==> config.mk <==
export PLATFORM = sky130hd
export DESIGN_NAME = spi_master
export DESIGN_NICKNAME = d
export VERILOG_FILES = /design/src/rtl/spi_master.sv
export SDC_FILE = /design/constraint.sdc
export NUM_CORES = 1
export LEC_CHECK = 0
export ABC_AREA = 1
export CORE_ASPECT_RATIO = 2
export CORE_MARGIN = 2
export CORE_UTILIZATION = 38
export DETAILED_ROUTE_END_ITERATION = 8
export SETUP_SLACK_MARGIN = 0.15
export SYNTH_ARGS = -nofsm -noshare
export SYNTH_HDL_FRONTEND = slang
export SYNTH_SLANG_ARGS = --single-unit
export TNS_END_PERCENT = 30
==> constraint.sdc <==
create_clock -name clk -period 1.97 [get_ports clk]
set_input_delay 0.591 -clock clk [delete_from_list [all_inputs] [get_ports clk]]
set_output_delay 0.591 -clock clk [all_outputs]
set_load 0.005 [all_outputs]
==> src/rtl/spi_master.sv <==
// rtl/spi_master.sv - SPI master, mode 0, MSB first, multi-byte; option macro SPI_MASTER_FLUSH_PULSE_EN
module spi_master #(
  parameter int CLK_DIV = 2
) (
  input  logic       clk,
  input  logic       rst,
  input  logic       start,
  input  logic [3:0] num_bytes,
  input  logic [7:0] tx_data,
  output logic       tx_ready,
  output logic [7:0] rx_data,
  output logic       rx_valid,
  output logic       busy,
  output logic       done,
  output logic       SCLK,
  output logic       SSEL,
  output logic       MOSI,
  input  logic       MISO
);

  localparam int DW = $clog2(CLK_DIV + 1);
  localparam logic [DW-1:0] DIV_LAST = DW'(CLK_DIV - 1);

  typedef enum logic [2:0] {
    IDLE,
    LOAD,
    LOW,
    HIGH,
    HOLD,
    FLUSH_LO,
    FLUSH_HI
  } state_t;

  state_t          state;
  logic [DW-1:0]   div_cnt;
  logic [2:0]      bit_cnt;
  logic [4:0]      bytes_left;
  logic [7:0]      tx_shreg;
  logic [7:0]      rx_shreg;
  logic            div_end;

  // Each SCLK phase lasts until the down-counter reaches zero.
  assign div_end = (div_cnt == '0);
  assign MOSI    = tx_shreg[7];

  // Transaction sequencer; every output except MOSI is registered here.
  always_ff @(posedge clk) begin
    if (rst) begin
      state      <= IDLE;
      div_cnt    <= '0;
      bit_cnt    <= '0;
      bytes_left <= '0;
      tx_shreg   <= '0;
      rx_shreg   <= '0;
      rx_data    <= '0;
      tx_ready   <= 1'b0;
      rx_valid   <= 1'b0;
      busy       <= 1'b0;
      done       <= 1'b0;
      SCLK       <= 1'b0;
      SSEL       <= 1'b0;
    end else begin
      tx_ready <= 1'b0;
      rx_valid <= 1'b0;
      done     <= 1'b0;
      case (state)
        IDLE: begin
          if (start) begin
            bytes_left <= (num_bytes == 4'd0) ? 5'd16 : {1'b0, num_bytes};
            busy       <= 1'b1;
            SSEL       <= 1'b1;
            tx_ready   <= 1'b1;
            state      <= LOAD;
          end
        end
        LOAD: begin
          tx_shreg <= tx_data;
          bit_cnt  <= '0;
          div_cnt  <= DIV_LAST;
          state    <= LOW;
        end
        LOW: begin
          if (div_end) begin
            rx_shreg <= {rx_shreg[6:0], MISO};
            div_cnt  <= DIV_LAST;
            SCLK     <= 1'b1;
            state    <= HIGH;
          end else begin
            div_cnt <= div_cnt - 1'b1;
          end
        end
        HIGH: begin
          if (div_end) begin
            SCLK <= 1'b0;
            if (bit_cnt != 3'd7) begin
              bit_cnt  <= bit_cnt + 3'd1;
              tx_shreg <= {tx_shreg[6:0], 1'b0};
              div_cnt  <= DIV_LAST;
              state    <= LOW;
            end else begin
              rx_data    <= rx_shreg;
              rx_valid   <= 1'b1;
              bytes_left <= bytes_left - 5'd1;
              if (bytes_left == 5'd1) begin
                div_cnt <= DIV_LAST;
                state   <= HOLD;
              end else begin
                tx_ready <= 1'b1;
                state    <= LOAD;
              end
            end
          end else begin
            div_cnt <= div_cnt - 1'b1;
          end
        end
        HOLD: begin
          if (div_end) begin
            SSEL <= 1'b0;
`ifdef SPI_MASTER_FLUSH_PULSE_EN
            tx_shreg <= '0;
            div_cnt  <= DIV_LAST;
            state    <= FLUSH_LO;
`else
            busy  <= 1'b0;
            done  <= 1'b1;
            state <= IDLE;
`endif
          end else begin
            div_cnt <= div_cnt - 1'b1;
          end
        end
`ifdef SPI_MASTER_FLUSH_PULSE_EN
        FLUSH_LO: begin
          if (div_end) begin
            SCLK    <= 1'b1;
            div_cnt <= DIV_LAST;
            state   <= FLUSH_HI;
          end else begin
            div_cnt <= div_cnt - 1'b1;
          end
        end
        FLUSH_HI: begin
          if (div_end) begin
            SCLK  <= 1'b0;
            busy  <= 1'b0;
            done  <= 1'b1;
            state <= IDLE;
          end else begin
            div_cnt <= div_cnt - 1'b1;
          end
        end
`endif
        default: state <= IDLE;
      endcase
    end
  end

endmodule

==> impl_summary.md <==
Power and ir drop
The completed layout was analyzed and its total power is between 3 and 4 mW. The register share of total power is 0.401. The internal power contribution is roughly 1.9 mW. The cell area power density is about 1300 mW/mm². The share of total power in combinational logic is 0.427. IR analysis of the VDD net gives a maximum drop of 0.000805 V. For this design the static power due to leakage is roughly 1.2 nW.

The net switching power of the design is 1.33 mW. The share of total power dissipated in the clock network is 0.173. The switching share of total power is 0.415.

Timing
Setup repair after global routing left no endpoint under its margin. The highest clock rate is 572 MHz. The max-slew violation total from the final report is 0. On the final layout, the worst clock skew is around 4.2 ps. The worst hold margin is 472 ps. The final setup TNS is 0 ps.

The actual slew at the worst max-slew pin is ~350 ps. The share of the clock period used by the worst path is 0.887. The number of hold violations in the final report is 0. The time the worst path needs with I/O delays and setup is 1750 ps. The final count of negative-setup-slack endpoints is 0. The max-slew headroom at the worst pin is 0.768.

Worst setup path
The signal on the critical path passes through clkdlybuf4s50_1. STA classifies the critical path endpoint as a primary output. The slowest cell on the critical path is sky130_fd_sc_hd__clkdlybuf4s50_1.

At the worst endpoint, the required time is roughly 1400 ps. Together, buffers and inverters on the worst path number 1. The maximum net fanout on the critical path is 3. The critical setup path kind is reg2out.

The cell family contributing the most delay on the critical path is buffers and inverters. The startpoint type of the worst setup path is a flop. For the worst setup path, the data arrival time is ~1200 ps. The worst stage delay on the critical path is slightly above 500 ps. The worst setup slack for register-to-register paths is 320 ps.

Place
Buffers placed on the I/O ports in this run total 30. The total placed cells including tap cells is about 390. Routability-driven placement finished with a final weighted congestion of around 0.83. After legalization and detailed placement, the total HPWL measured approximately 3400 µm. The placed instance area is approximately 0.0024 mm².

Floorplan
The die footprint is approximately 0.0059 mm². The y dimension of the die is 107 µm. The standard cell core area is roughly 0.0051 mm².

After floorplanning, the core was divided into 37 placement rows. The initial utilization of the core area, before any placement, comes to 0.392. The width of the die is between 50 and 60 µm. Pin placement for this block handled 31 I/O pins.

Cells and area
The layout overhead on the synthesized area is 24.0%. The post-route standard cell area excluding fillers is between 0.002 and 0.0025 mm². The repair_antennas step left the layout with diodes totalling 0.

The layout has 550 filler cells. The number of nets at the end of the flow is around 360. The fraction of final layout cells with drive strength greater than 1 is 0.0769. For this run, the number of standard cells in the final layout without fillers is 396.

Clocking
Buffers inserted to repair hold after CTS numbered 0. The clock tree from TritonCTS is yes. For this design, the sink count on the clock tree is 42. The cell at the root of the clock tree is sky130_fd_sc_hd__clkbuf_8. After clock tree synthesis, the clock-pin slew on the worst setup and hold paths is about 80 ps. The number of buffers on the longest clock path is 2. The later pin in the worst-skew pair is clocked with a latency of around 300 ps.

The depth of the CTS H-tree is 2. The total clock buffers created by CTS is 5.

Drt
Once detail routing completed, the nets flagged for antenna violations numbered 0. The via density per instance is 4.74. The detailed router placed ~1.9k vias in this run. Dividing the detail-routed wire length by the instance count gives around 12 µm.

The total length of routed wires is between 4000 and 5000 µm. The count of TritonRoute iterations in the first routing pass is 4. For this block, the initial DRC count from the detailed router was 28. The number of remaining DRC errors is 0.

Yosys
In the synthesized netlist the async set-or-reset flop fraction comes to 0. The flip-flop cell with the highest count after synthesis is sky130_fd_sc_hd__dfxtp_1. The Yosys step of the flow raised 0 warnings. The synthesized netlist contains 23 unique library cells. The number of synthesized register bits is between 40 and 50. The number of standard cells after synthesis is 301. The total standard cell area after synthesis is around 0.0020 mm². The average footprint of a synthesized cell is roughly 6.6 µm².

When the netlist entered floorplanning its net count stood at ~320. Of the synthesized area, sequential elements account for 0.421. Yosys mapped a number of flops with a built-in enable equal to 0.

Global route
The initial antenna violation count came to 0. In the global route stage, overall resource usage came out at 0.163. Entering global routing, the biggest net connects 23 pins. The via count of the first global-routing pass was 1,797. The first global-routing pass estimated around 7700 µm of wire. For this run the aggregate overflow at the end of global routing stands at 0.

Outcome
The flow ran to the end, and the final reports show no timing, DRC or antenna violations.

Job
The tool flagged a number of max-cap violations equal to 0.

Worst hold path
The worst min-delay path category is reg2reg.
-- cell usage after synthesis (2+ instances only) --
cell / number / area, µm²
sky130_fd_sc_hd__nor2_1: 79 / 297
sky130_fd_sc_hd__nand2_1: 76 / 285
sky130_fd_sc_hd__dfxtp_1: 42 / 841
sky130_fd_sc_hd__o21ai_0: 27 / 135
sky130_fd_sc_hd__inv_1: 20 / 75.1
sky130_fd_sc_hd__nand3_1: 19 / 95.1
sky130_fd_sc_hd__a21oi_1: 6 / 30.0
sky130_fd_sc_hd__ha_1: 6 / 75.1
sky130_fd_sc_hd__clkbuf_1: 4 / 15.0
sky130_fd_sc_hd__buf_4: 3 / 22.5
sky130_fd_sc_hd__nor2_2: 3 / 18.8
sky130_fd_sc_hd__inv_2: 2 / 7.51
sky130_fd_sc_hd__nand3_2: 2 / 20.0
sky130_fd_sc_hd__nand4_1: 2 / 12.5
sky130_fd_sc_hd__nor2_4: 2 / 22.5
-- sequential cells by signal, summed over array words and instances, names as in the netlist --
name / flops
rx_data: 8
rx_shreg: 8
tx_shreg: 8
bytes_left: 5
bit_cnt: 3
state: 3
div_cnt: 2
SCLK: 1
SSEL: 1
done: 1
rx_valid: 1
tx_ready: 1
-- path summary, 6_finish.rpt --
path,start,endpoint,depth (start not counted)
max reg2reg,bit_cnt[0],tx_shreg[4],6
max,SSEL,SSEL,1
min reg2reg,SCLK,SCLK,2
min,SCLK,SCLK,2
-- cell usage in the layout, fill, tap and decap left out, drive strengths merged --
master | synthesis | final
nor2 | 84 | 84
o21ai | 28 | 28
dfxtp | 42 | 42
nand2 | 77 | 77
clkbuf | 5 | 5
inv | 22 | 22
buf | 4 | 8
nand3 | 21 | 21
clkinv | 1 | 3
ha | 6 | 6
clkinvlp | 0 | 1
nor3 | 1 | 1
clkdlybuf4s50 | 0 | 30
a21oi | 6 | 6
nand4 | 2 | 2
nand3b | 1 | 1
xnor2 | 1 | 1
-- repair_timing --
item	4_1_cts	5_1_grt
hold endpoints to repair	0	0
setup endpoints to repair	0	5
resized for setup	0	1
setup buffers	0	0
-- metal layers --
metal  GRT usage  wire length (µm)  up-vias  part of all wire
met5           0                 0        -                 0
met4      0.0958               158        0             0.035
met3      0.0292               146       12             0.032
met2       0.298              2380       31              0.52
met1       0.169              1890      822              0.41
li1            -                 -     1014                 -
-- per-stage QoR --
| stage | util | setup WS [ps] |
|---|---|---|
| after detailed placement | 0.468 | 184 |
| after floorplan | - | 581 |
| after global placement | 0.468 | 210 |
| after CTS | 0.486 | 205 |
| after global routing | 0.487 | 168 |
| final | 0.487 | 223 |
-- logic make-up after synthesis --
kind of cell / after synthesis / share of synthesized area
buf+inv: 32 / 0.0670
fa+ha+maj: 6 / 0.0376
simple gates: 186 / 0.385
compound gates: 34 / 0.0852
flops: 42 / 0.421
xor+xnor: 1 / 0.00438
-- tightest hold or removal path, cell delays in order (launching register included) --
cell and delay, ps:
sky130_fd_sc_hd__dfxtp_1 310, sky130_fd_sc_hd__nand2_1 60, sky130_fd_sc_hd__a21oi_1 60
-- power by group through the flow --
stage / combinational [mW] / sequential, mW / clock (mW)
2_1_floorplan: 1.04 / 1.24 / 0
3_5_place_dp: 1.37 / 1.30 / 0
6_report: 1.36 / 1.28 / 0.552
4_1_cts: 1.38 / 1.28 / 0.582
3_3_place_gp: 1.35 / 1.30 / 0
5_1_grt: 1.57 / 1.31 / 0.612
-- final cells by class --
| cell class | count | area, µm² | area share |
|---|---|---|---|
| multi-input combinational | 227 | 1030 | 0.415 |
| sequential | 42 | 841 | 0.339 |
| timing repair buffer | 38 | 360 | 0.145 |
| inverter | 23 | 86.3 | 0.0348 |
| tap | 58 | 72.6 | 0.0293 |
| clock buffer | 5 | 68.8 | 0.0278 |
| clock inverter | 3 | 21.3 | 0.00858 |
Power figures use the tool's default switching activity.
==> patch 1, RTL diff (same flow settings) <==
Add a define of `SPI_MASTER_FLUSH_PULSE_EN`.
--- a/src/rtl/spi_master.sv
+++ b/src/rtl/spi_master.sv
@@ -1,3 +1,5 @@
 // rtl/spi_master.sv - SPI master, mode 0, MSB first, multi-byte; option macro SPI_MASTER_FLUSH_PULSE_EN
+`define SPI_MASTER_FLUSH_PULSE_EN
+
 module spi_master #(
   parameter int CLK_DIV = 2
Check against the original RTL: no difference found for any inputs over 10 cycles, from zero or initial values and one cycle with rst high; that may be too few to reach the edited logic, so the function may still have changed.
==> patch 1 against the original RTL <==
Worst setup slack better by 23 ps. Sequential cell count grew 1. Fmax is 1.3% higher. Clock skew shrank 1.9 ps. Area after synthesis is 9.8% higher. Non-clock buffer count down 1. Combinational power up 12%. Final area up 10%. First-iteration DRC count rose by 3.6%. Sequential share of layout area fell by 2.4 points. Power rose by 22%. Routed wire length rose by 11%. Largest cell class unchanged.
==> patch 1: results (changes against the original RTL) <==
multi_input_area_share_pct: 41.7  # +0.22 points
wl_per_cell_um: 12.2  # +5.9%
clkCellAreaFrac_pct: 6.91  # +3.3 points
reg2reg_from: "state[0]$_SDFFE_PP0P_"
rr_worst_depth: 7  # +1
grt_max_degree: 37  # +61%
buf_share_pct: 12.9  # -1.6 points
use_met3_pct: 2.56  # -0.36 points
met2_usage_pct: 31.4  # +1.5 points
met1_usage_pct: 17.1  # +0.20 points
nets: 375  # +4.5%
power_leakage_nw: 1.33  # +11%
stdcell_count: 415  # +4.8%
hold_end: "bit_cnt[1]$_SDFFE_PP0P_"
numClockSinks: 43  # +2.4%
path_clk_slew_ps: 60  # -20 ps
synthCells: 320  # +6.3%
min-delay-start: "bit_cnt[1]$_SDFFE_PP0P_"
synthTopCellsByArea: "dfxtp_1 39%, nor2_1 13%, nand2_1 12%"
grt_pass1_vias: 1927  # +7.2%
ys_seq_area_share_pct: 39.2  # -2.8 points
status: "finished, final reports clean"
num-nonclk-buffers: 37  # -2.6%
wl_met2_um: 2870  # +21%
endpoint: "rx_data[3]"
ir_worst_vdd_v: 0.000821  # +2.0%
inverters: 29  # +26%
dp.cells: 407  # +4.9%
dp_hpwl_um: 3770  # +11%
fin_worst_skew_ps: 2.34  # -1.87 ps
nClkBuffers: 6  # +1
wl_met3_um: 124  # -15%
cts_root_buf: "clkbuf_16"
drt_iter0_drc: 29  # +3.6%
==> patch 1: cell types whose count changed after synthesis, sizes merged, moves of 4 or more <==
| cell | delta |
|---|---|
| a21oi | +4 |
| buf | +4 |
| inv | +6 |
| nand3 | +11 |
| nor2 | -5 |
==> patch 1: cell families after synthesis <==
family	synth area share (%)
DFF	39.2
adders and majority gates	3.42
buffers and inverters	8.78
AOI/OAI and AO/OA	9.13
and+or+nand+nor	39.4
==> patch 1: metrics by stage <==
step                      total power [mW]  hold WS, ps  util (%)  worst slack [ps]  cell area, µm²
final                                 3.89          467      48.3               246            2730
after global routing                  4.20          497      48.3               196            2730
after CTS                             3.93          468      48.3               233            2730
after detailed placement              2.86          458      44.9               120            2540
after global placement                2.82          454      44.9               154            2540
after floorplan                       2.51          443         -               588            2190
==> patch 1: report_power, final <==
group          switching [mW]  internal, mW
clock                   0.329         0.727
sequential              0.232          1.08
combinational           0.955         0.569
==> patch 2, RTL diff (same settings) <==
Without the edit above. Encoding of `state_t`: now one-hot (7 bits for 7 states).
--- a/src/rtl/spi_master.sv
+++ b/src/rtl/spi_master.sv
@@ -22,12 +22,12 @@
   localparam logic [DW-1:0] DIV_LAST = DW'(CLK_DIV - 1);
 
-  typedef enum logic [2:0] {
-    IDLE,
-    LOAD,
-    LOW,
-    HIGH,
-    HOLD,
-    FLUSH_LO,
-    FLUSH_HI
+  typedef enum logic [6:0] {
+    IDLE     = 7'b0000001,
+    LOAD     = 7'b0000010,
+    LOW      = 7'b0000100,
+    HIGH     = 7'b0001000,
+    HOLD     = 7'b0010000,
+    FLUSH_LO = 7'b0100000,
+    FLUSH_HI = 7'b1000000
   } state_t;
 
Formal check against the unedited RTL: no difference found for any inputs over 10 cycles, from zero or initial values and one cycle with rst high; not proved beyond that.
==> patch 2 against the original RTL <==
Worst setup slack gained 3.2 ps. Area after synthesis grew 6.3%. Fmax rose by 0.18%. Non-clock buffer count decreased by 2. Count of clock-buffer cells in the layout is the same. First-iteration DRC count increased by 130%. Routed wire length increased by 0.42%. Sequential cell count up 2. Final area up 5.5%. Die area rose by 5.9%. Final cell count grew 0.25%. Critical path type unchanged. Largest cell class unchanged.
Power is not compared: it rests on default switching activity, and its combinational part moved more than twofold at a synthesized area within 25%.
==> patch 2: results (changes against the original RTL) <==
postSynthNetCount: 330  # +2.2%
r2r-end: "div_cnt[0]$_SDFFE_PP0P_"
synth_commonest_cells: "67 x nand2_1, 61 x nor2_1, 44 x dfxtp_1, 33 x inv_1, 20 x a21oi_1"
fin_worst_skew_ps: 6.52  # +2.31 ps
post_cts_buffers: 0  # unchanged
rrSetupSlack_ps: 380  # +60 ps
grt_max_degree: 30  # +30%
relSlewSlack_pct: 74.6  # -2.2 points
cts_root_buf: "clkbuf_8"
reg_top3: "rx_data: 8 flops, rx_shreg: 8 flops, tx_shreg: 8 flops"
met2_usage_pct: 31.0  # +1.1 points
gp_congestion: 0.819  # -1.8%
synth-xor-area-share_pct: 0.412  # -0.026 points
synthTopCellsByArea: "dfxtp_1 41%, nand2_1 12%, nor2_1 11%"
grt_pass1_wl_um: 7960  # +2.9%
grtUsageTotal_pct: 16.4  # +0.12 points
synth_cell_types: 27  # +17%
path_clk_slew_ps: 90
met1_usage_pct: 16.5  # -0.34 points
endpoint: "busy"
status: "finished, final reports clean"
cts_buffers: 5  # unchanged
use_met3_pct: 2.47  # -0.45 points
synth_compound_area_share_pct: 12.5  # +4.0 points
drt-pass1-iter-count: 4  # unchanged
clkLatencyLatePin_ps: 300  # about the same
crit_start: "SSEL$_SDFFE_PP0P_"
drc: 0  # unchanged
synth_mux_area_share_pct: 0  # unchanged
antenna_cells: 0  # unchanged
global_route.overflow_total: 0  # unchanged
io_buffers: 30  # unchanged
nets: 359  # unchanged
dp.cells: 390  # +0.52%
ys_seq_area_share_pct: 41.5  # -0.59 points
drive_above_1_share_pct: 8.01  # +0.32 points
grt_pass1_vias: 1830  # +1.8%
synthAdderAreaFrac_pct: 3.54  # -0.22 points
drt_iter0_drc: 63  # +130%
dp_hpwl_um: 3360  # -0.74%
critPathTopFamily: "buffers and inverters"
critPathMaxFanout: 3  # unchanged
wl_per_cell_um: 11.6  # +0.16%
power_leakage_nw: 1.19
critPathArrivalTime_ps: 1150
avgSynthCellArea_um2: 6.89  # +3.8%
via_per_inst: 4.85  # +2.2%
clk_path_buf_depth: 2  # unchanged
rr_worst_depth: 9  # +3
drt-total-wl_um: 4590  # +0.42%
[patch 2: per-layer routing]
layer	routed length, µm	up-vias
li1	-	1022
met1	1780	857
met2	2490	31
met3	127	15
met4	200	0
met5	0	-
[patch 2: cells by family (layout without fill, tap and decap cells)]
| kind of cell | count (synthesis) | after routing |
|---|---|---|
| AO/OA/AOI/OAI | 50 | 50 |
| XOR/XNOR | 1 | 1 |
| adder cells (fa/ha/maj) | 6 | 6 |
| buffers and inverters | 50 | 79 |
| flip-flops | 44 | 44 |
| AND/OR/NAND/NOR | 157 | 157 |
[patch 2: worst min path at each step]
stage                     cells after the start                       end  slack, ps                     start
final                                         2   bit_cnt[2]$_SDFFE_PP0P_        460   bit_cnt[2]$_SDFFE_PP0P_
after global routing                          2  tx_shreg[0]$_SDFFE_PP0P_        480  tx_shreg[0]$_SDFFE_PP0P_
after CTS                                     2   bit_cnt[1]$_SDFFE_PP0P_        460   bit_cnt[1]$_SDFFE_PP0P_
after detailed placement                      2   bit_cnt[1]$_SDFFE_PP0P_        440   bit_cnt[1]$_SDFFE_PP0P_
after global placement                        2   bit_cnt[1]$_SDFFE_PP0P_        430   bit_cnt[1]$_SDFFE_PP0P_
after floorplan                               2  tx_shreg[0]$_SDFFE_PP0P_        430  tx_shreg[0]$_SDFFE_PP0P_
[patch 2: cell type report]
type                       count  area [µm²]
clock buffer                   5        68.8
clock inverter                 2        60.1
fill                         586        2810
inverter                      36         135
multi-input combinational    214        1040
sequential                    44         881
tap                           60        75.1
timing repair buffer          36         358
[patch 2: timing repair]
item | CTS | global route
resized for setup | 0 | 1
hold endpoints to repair | 0 | 0
setup endpoints to repair | 0 | 4
[patch 2: power groups by stage]
stage	combinational, mW	clock [mW]	sequential, mW
after global placement	0.397	0	1.01
after floorplan	0.294	0	1.00
after global routing	0.466	0.860	0.998
after CTS	0.407	0.829	0.989
after detailed placement	0.405	0	1.01
final	0.404	0.812	0.988
[patch 2: through the flow]
step / cell area (µm²) / worst slack, ps / util, % / power (mW)
2_1_floorplan: 2120 / 445 / - / 1.29
3_3_place_gp: 2480 / 131 / 45.7 / 1.41
3_5_place_dp: 2480 / 99.3 / 45.7 / 1.42
4_1_cts: 2610 / 213 / 48.1 / 2.23
5_1_grt: 2610 / 187 / 48.2 / 2.32
6_report: 2610 / 226 / 48.2 / 2.20
